===== src/rtl/decoder_strobe_if.sv =====
// rtl/decoder_strobe_if.sv - request handshake and strobe outputs of decoder_strobe
interface decoder_strobe_if #(
  parameter int SEL_W  = 3,
  parameter int N_OUT  = 8,
  parameter int HOLD_W = 4
);
  logic              in_valid;
  logic              in_ready;
  logic [SEL_W-1:0]  sel;
  logic [HOLD_W-1:0] hold;
  logic [N_OUT-1:0]  y;
  logic              busy;
  logic              done;
  logic              err;

  modport master (
    output in_valid, sel, hold,
    input  in_ready, y, busy, done, err
  );

  modport slave (
    input  in_valid, sel, hold,
    output in_ready, y, busy, done, err
  );
endinterface


===== src/rtl/decoder_strobe.sv =====
// rtl/decoder_strobe.sv - registered one-hot strobe decoder with hold count and back-to-back issue
// Optional: DECODER_STROBE_RANGE_CHECK_EN pulses err for an out-of-range select.
module decoder_strobe #(
  parameter int SEL_W  = 3,
  parameter int N_OUT  = 8,
  parameter int HOLD_W = 4
) (
  input  logic            clk,
  input  logic            rst_n,
  decoder_strobe_if.slave bus
);
  localparam logic [0:0] S_IDLE   = 1'b0;
  localparam logic [0:0] S_ACTIVE = 1'b1;

  logic [0:0]        state_q, state_d;
  logic [HOLD_W-1:0] cnt_q, cnt_d;
  logic [N_OUT-1:0]  y_q, y_d;
  logic              busy_q, busy_d;
  logic              done_q, done_d;
  logic [HOLD_W-1:0] hold_m1;
  logic              accept;
  logic              in_range;

  // Ready in IDLE, or on the last cycle of a strobe so the next one follows with no gap.
  assign bus.in_ready = (state_q == S_IDLE) || (cnt_q == '0);
  assign accept       = bus.in_valid && bus.in_ready;
  assign in_range     = 32'(bus.sel) < 32'(N_OUT);
  assign hold_m1      = (bus.hold == '0) ? '0 : bus.hold - HOLD_W'(1);

  always_comb begin
    state_d = state_q;
    cnt_d   = cnt_q;
    y_d     = y_q;
    busy_d  = busy_q;
    done_d  = 1'b0;
    if (accept) begin
      if (in_range) begin
        y_d     = N_OUT'(1) << bus.sel;
        cnt_d   = hold_m1;
        busy_d  = 1'b1;
        done_d  = (hold_m1 == '0);
        state_d = S_ACTIVE;
      end else begin
        y_d     = '0;
        cnt_d   = '0;
        busy_d  = 1'b0;
        state_d = S_IDLE;
      end
    end else if (state_q == S_ACTIVE) begin
      if (cnt_q != '0) begin
        cnt_d  = cnt_q - HOLD_W'(1);
        done_d = (cnt_q == HOLD_W'(1));
      end else begin
        y_d     = '0;
        busy_d  = 1'b0;
        state_d = S_IDLE;
      end
    end
  end

  always_ff @(posedge clk or negedge rst_n) begin
    if (!rst_n) begin
      state_q <= S_IDLE;
      cnt_q   <= '0;
      y_q     <= '0;
      busy_q  <= 1'b0;
      done_q  <= 1'b0;
    end else begin
      state_q <= state_d;
      cnt_q   <= cnt_d;
      y_q     <= y_d;
      busy_q  <= busy_d;
      done_q  <= done_d;
    end
  end

  assign bus.y    = y_q;
  assign bus.busy = busy_q;
  assign bus.done = done_q;

`ifdef DECODER_STROBE_RANGE_CHECK_EN
  logic err_q, err_d;

  assign err_d = accept && !in_range;

  always_ff @(posedge clk or negedge rst_n) begin
    if (!rst_n) begin
      err_q <= 1'b0;
    end else begin
      err_q <= err_d;
    end
  end

  assign bus.err = err_q;
`else
  assign bus.err = 1'b0;
`endif
endmodule


===== src/flat_wrapper.sv =====
// flat-port wrapper written by rule: the top's interface ports become plain ports
module decoder_strobe_flat 
#(
  parameter int SEL_W  = 3,
  parameter int N_OUT  = 8,
  parameter int HOLD_W = 4
)
  (clk, rst_n, bus_in_valid, bus_sel, bus_hold, bus_in_ready, bus_y, bus_busy, bus_done, bus_err);
  decoder_strobe_if #(.SEL_W(SEL_W), .N_OUT(N_OUT), .HOLD_W(HOLD_W)) bus_i ();
  input  logic clk;
  input  logic rst_n;
  input wire logic [$bits(bus_i.in_valid)-1:0] bus_in_valid;
  input wire logic [$bits(bus_i.sel)-1:0] bus_sel;
  input wire logic [$bits(bus_i.hold)-1:0] bus_hold;
  output wire logic [$bits(bus_i.in_ready)-1:0] bus_in_ready;
  output wire logic [$bits(bus_i.y)-1:0] bus_y;
  output wire logic [$bits(bus_i.busy)-1:0] bus_busy;
  output wire logic [$bits(bus_i.done)-1:0] bus_done;
  output wire logic [$bits(bus_i.err)-1:0] bus_err;
  assign bus_i.in_valid = bus_in_valid;
  assign bus_i.sel = bus_sel;
  assign bus_i.hold = bus_hold;
  assign bus_in_ready = bus_i.in_ready;
  assign bus_y = bus_i.y;
  assign bus_busy = bus_i.busy;
  assign bus_done = bus_i.done;
  assign bus_err = bus_i.err;
  decoder_strobe #(.SEL_W(SEL_W), .N_OUT(N_OUT), .HOLD_W(HOLD_W)) u_core (.clk(clk), .rst_n(rst_n), .bus(bus_i));
endmodule

===== config.mk =====
export PLATFORM = sky130hd
export DESIGN_NAME = decoder_strobe_flat
export DESIGN_NICKNAME = d
export VERILOG_FILES = /design/src/rtl/decoder_strobe_if.sv /design/src/rtl/decoder_strobe.sv /design/src/flat_wrapper.sv
export SDC_FILE = /design/constraint.sdc
export NUM_CORES = 1
export LEC_CHECK = 0
export CAP_MARGIN = 10
export CORE_MARGIN = 2
export CORE_UTILIZATION = 46
export DETAILED_ROUTE_END_ITERATION = 12
export PLACE_DENSITY = 0.79
export SYNTH_ARGS = -nofsm -noshare
export SYNTH_HDL_FRONTEND = slang
export SYNTH_SLANG_ARGS = --single-unit

===== constraint.sdc =====
create_clock -name clk -period 1.93 [get_ports clk]
set_input_delay 0.2895 -clock clk [delete_from_list [all_inputs] [get_ports clk]]
set_output_delay 0.2895 -clock clk [all_outputs]
set_load 0.05 [all_outputs]

==> summary.txt <==
Status
  • Status: complete, no violations

Die
  • Core region area: 1690 sq um
  • Full die area: 2100 sq um
  • Die Ht: 45.9 um
  • Horiz. Die Dim: 45.9 um
  • Number of ports placed on the die boundary: 22
  • Starting utilization of the core area: 0.477
  • Number of standard-cell rows in the floorplan: 15

Job
  • Max-cap violations: 0

Cells and area
  • Area delta synth->final: 36.2%
  • Number of nets in the final layout: 113
  • Commonest non-fill, non-tap cell in the layout: clkdlybuf4s50_1
  • Top library cells by usage in the layout, fill and taps aside: 19 x clkdlybuf4s50_1, 15 x dfrtp_1, 6 x a22o_1
  • Layout cells sized above 1: 0.190
  • Inserted Diodes: 0

Detailed routing
  • Antenna-violating nets left: 0
  • Routed length per instance: 15.2 um
  • Routed wire length: 1780 um
  • Number of search-and-repair iterations in the first detailed-routing pass: 4
  • Drc violations: 0
  • Number of DRC markers after the initial detailed-route iteration: 17
  • Via count: 693
  • Vias per inst: 5.92

Clocking
  • Number of levels in the clock H-tree: 1
  • CTS Hold Bufs: 0
  • Number of buffers added by the clock tree synthesis step: 3
  • Number of clock sinks: 15
  • Clock latency of the later-clocked register in the worst-skew pair: 0.29 ns
  • Clock-pin slew reported for the worst setup and hold paths after clock tree synthesis: 0.09 ns
  • Max clock buf depth: 2
  • Root buffer cell: clkbuf_4
  • Clock tree from TritonCTS: yes

Logic synthesis
  • Yosys Warn Count: 0
  • Area of the mapped netlist: 806 sq um
  • Portion of the post-synthesis area used by sequential elements: 0.466
  • Yosys reg bits: 15
  • Area share of the largest cell type after synthesis: 0.466
  • Number of distinct library cell variants in the gate-level netlist after synthesis: 35
  • Cell type with the highest aggregate area in the netlist: dfrtp_1
  • Number of instances in the synthesized netlist: 75
  • Top cells by area in the synthesized netlist: dfrtp_1 47%, a22o_1 6.5%, mux2i_1 3.7%, a2111oi_4 3.4%, ha_1 3.1%
  • Synthesized netlist net count: 87
  • Mean instance size in the synthesized netlist: 10.7 sq um

Timing
  • Number of endpoints with negative hold slack in the final report: 0
  • Fmax: 534 MHz
  • Worst-case headroom to the max-slew limit: 0.570
  • Aggregate negative setup slack: 0 ns
  • Post-layout min period: 1.87 ns
  • Endpoints failing setup: 0
  • Clock tree skew after final layout: 0.00180 ns
  • Worst-Margin Slew: 0.643 ns
  • Number of pins with negative max-slew slack in the final report: 0
  • Tcrit/Tclk final: 0.971

Power
  • Max VDD drop: 0.00102 V
  • Leakage: 0.482 nW
  • Power Density: 1830 nW/um^2
  • Overall power consumption: 2.01 mW

Placement
  • Count of input and output buffers: 20
  • Sum of net half-perimeters after detailed placement: 1300 um
  • Global placement routability congestion: 0.822

Global routing
  • Maximum number of pins on one net before global-route repair: 16
  • Wire length of the first global-routing pass: 2870 um
  • Final global-route overflow total: 0
  • Initial antenna violation count: 0
  • Vias in the first global route: 669
  • Total GRT Usage: 0.196

Worst hold path
  • Class of the tightest hold or removal check: in -> async

Setup path
  • Critical path class: reg -> out
  • Reg2reg setup slack: 0.16 ns
  • Arrival time of data at the critical path endpoint: 1.58 ns
  • Required time worst endpoint: 1.64 ns
  • Crit Path Max Fanout: 4
  • Worst Setup End Kind: primary output
  • Kind of launch point of the worst setup path: flop
==> cell usage after synthesis, drive strengths merged <==
cell type  instances
a32oi              1
dfrtp             15
conb               1
or2                1
o311a              1
a21oi              2
o2bb2ai            1
nor4b              1
xnor2              1
o21ai              3
nor3b              1
nor2b              1
o211ai             1
clkbuf             1
and3               1
a22o               6
or3b               1
buf                3
nand2              6
mux2i              3
a2111oi            1
a211o              1
a22oi              1
inv                4
a21boi             1
a32o               2
ha                 2
a31oi              1
a221oi             1
nor3               4
nor2               5
a2bb2oi            1
==> cell families (layout without fill, tap and decap cells) <==
| family | count (synthesis) | in the layout | synth area share |
|---|---|---|---|
| AO/OA/AOI/OAI | 24 | 24 | 0.267 |
| buffers and inverters | 8 | 33 | 0.0528 |
| adder cells (fa/ha/maj) | 2 | 2 | 0.0311 |
| AND/OR/NAND/NOR | 21 | 21 | 0.130 |
| XOR/XNOR | 1 | 1 | 0.0109 |
| flip-flops | 15 | 15 | 0.466 |
| multiplexers | 3 | 3 | 0.0373 |
| other | 1 | 1 | 0.00465 |
==> cell type report <==
| type | instances | area (sq um) |
|---|---|---|
| repair buffers | 25 | 248 |
| clock buffers | 3 | 22.5 |
| clock inverters | 1 | 5.00 |
| flip-flops and latches | 15 | 375 |
| inverters | 4 | 15.0 |
| fillers | 150 | 592 |
| well taps | 17 | 21.3 |
| multi-input cells | 52 | 410 |
==> path summary, 6_finish.rpt <==
kind | startpoint | endpoint | depth (start not counted)
worst max-delay path | u_core.cnt_q[1] | bus_in_ready | 5
worst min-delay path | rst_n | u_core.bus.y[6] | 1
worst max register to register | u_core.cnt_q[1] | u_core.cnt_q[0] | 6
worst min register to register | u_core.bus.y[6] | u_core.bus.y[6] | 1
max in group asynchronous | rst_n | u_core.bus.y[0] | 1
min in group clk | u_core.bus.y[6] | u_core.bus.y[6] | 1
==> registers in the layout (all words and copies together), names as in the netlist <==
name / flops
u_core.bus.y: 8
u_core.cnt_q: 4
u_core.state_q: 1
u_core.bus.busy: 1
u_core.bus.done: 1
==> routing by layer <==
metal	track usage	vias to the layer above	wire (um)
met1	0.207	334	714
met4	0.120	0	36
met2	0.342	28	925
met5	0	-	0
li1	-	326	-
met3	0.0516	5	106
==> repair_timing <==
action / CTS / global route
resized for setup: 4 / 3
buffers inserted: 2 / 0
pin swaps: 1 / 0
endpoints found under the setup margin: 1 / 1
==> critical path, cell delays in order, from the launching register on <==
cell	delay (ns)
dfrtp_1	0.40
inv_2	0.10
ha_4	0.15
or3b_4	0.40
nand2_4	0.10
buf_12	0.14
==> per-stage QoR <==
| step | setup slack [ns] | util | std cells | hold WS, ns | instance area, sq um |
|---|---|---|---|---|---|
| floorplan | 0.0486 | - | 75 | -0.00609 | 806 |
| global placement | 0.136 | 0.611 | 111 | 0.479 | 1030 |
| detailed placement | 0.0980 | 0.611 | 111 | 0.483 | 1030 |
| CTS | 0.0189 | 0.641 | 117 | 0.414 | 1080 |
| global route | -0.0162 | 0.650 | 117 | 0.438 | 1100 |
| finish | 0.0562 | 0.650 | 117 | 0.392 | 1100 |
==> report_power, final <==
part,internal [mW],switching [mW]
Sequential,0.464,0.130
Clock,0.0771,0.103
Combinational,0.523,0.715
Total,1.06,0.947
Note: power is estimated with default switching activity, not from simulation.
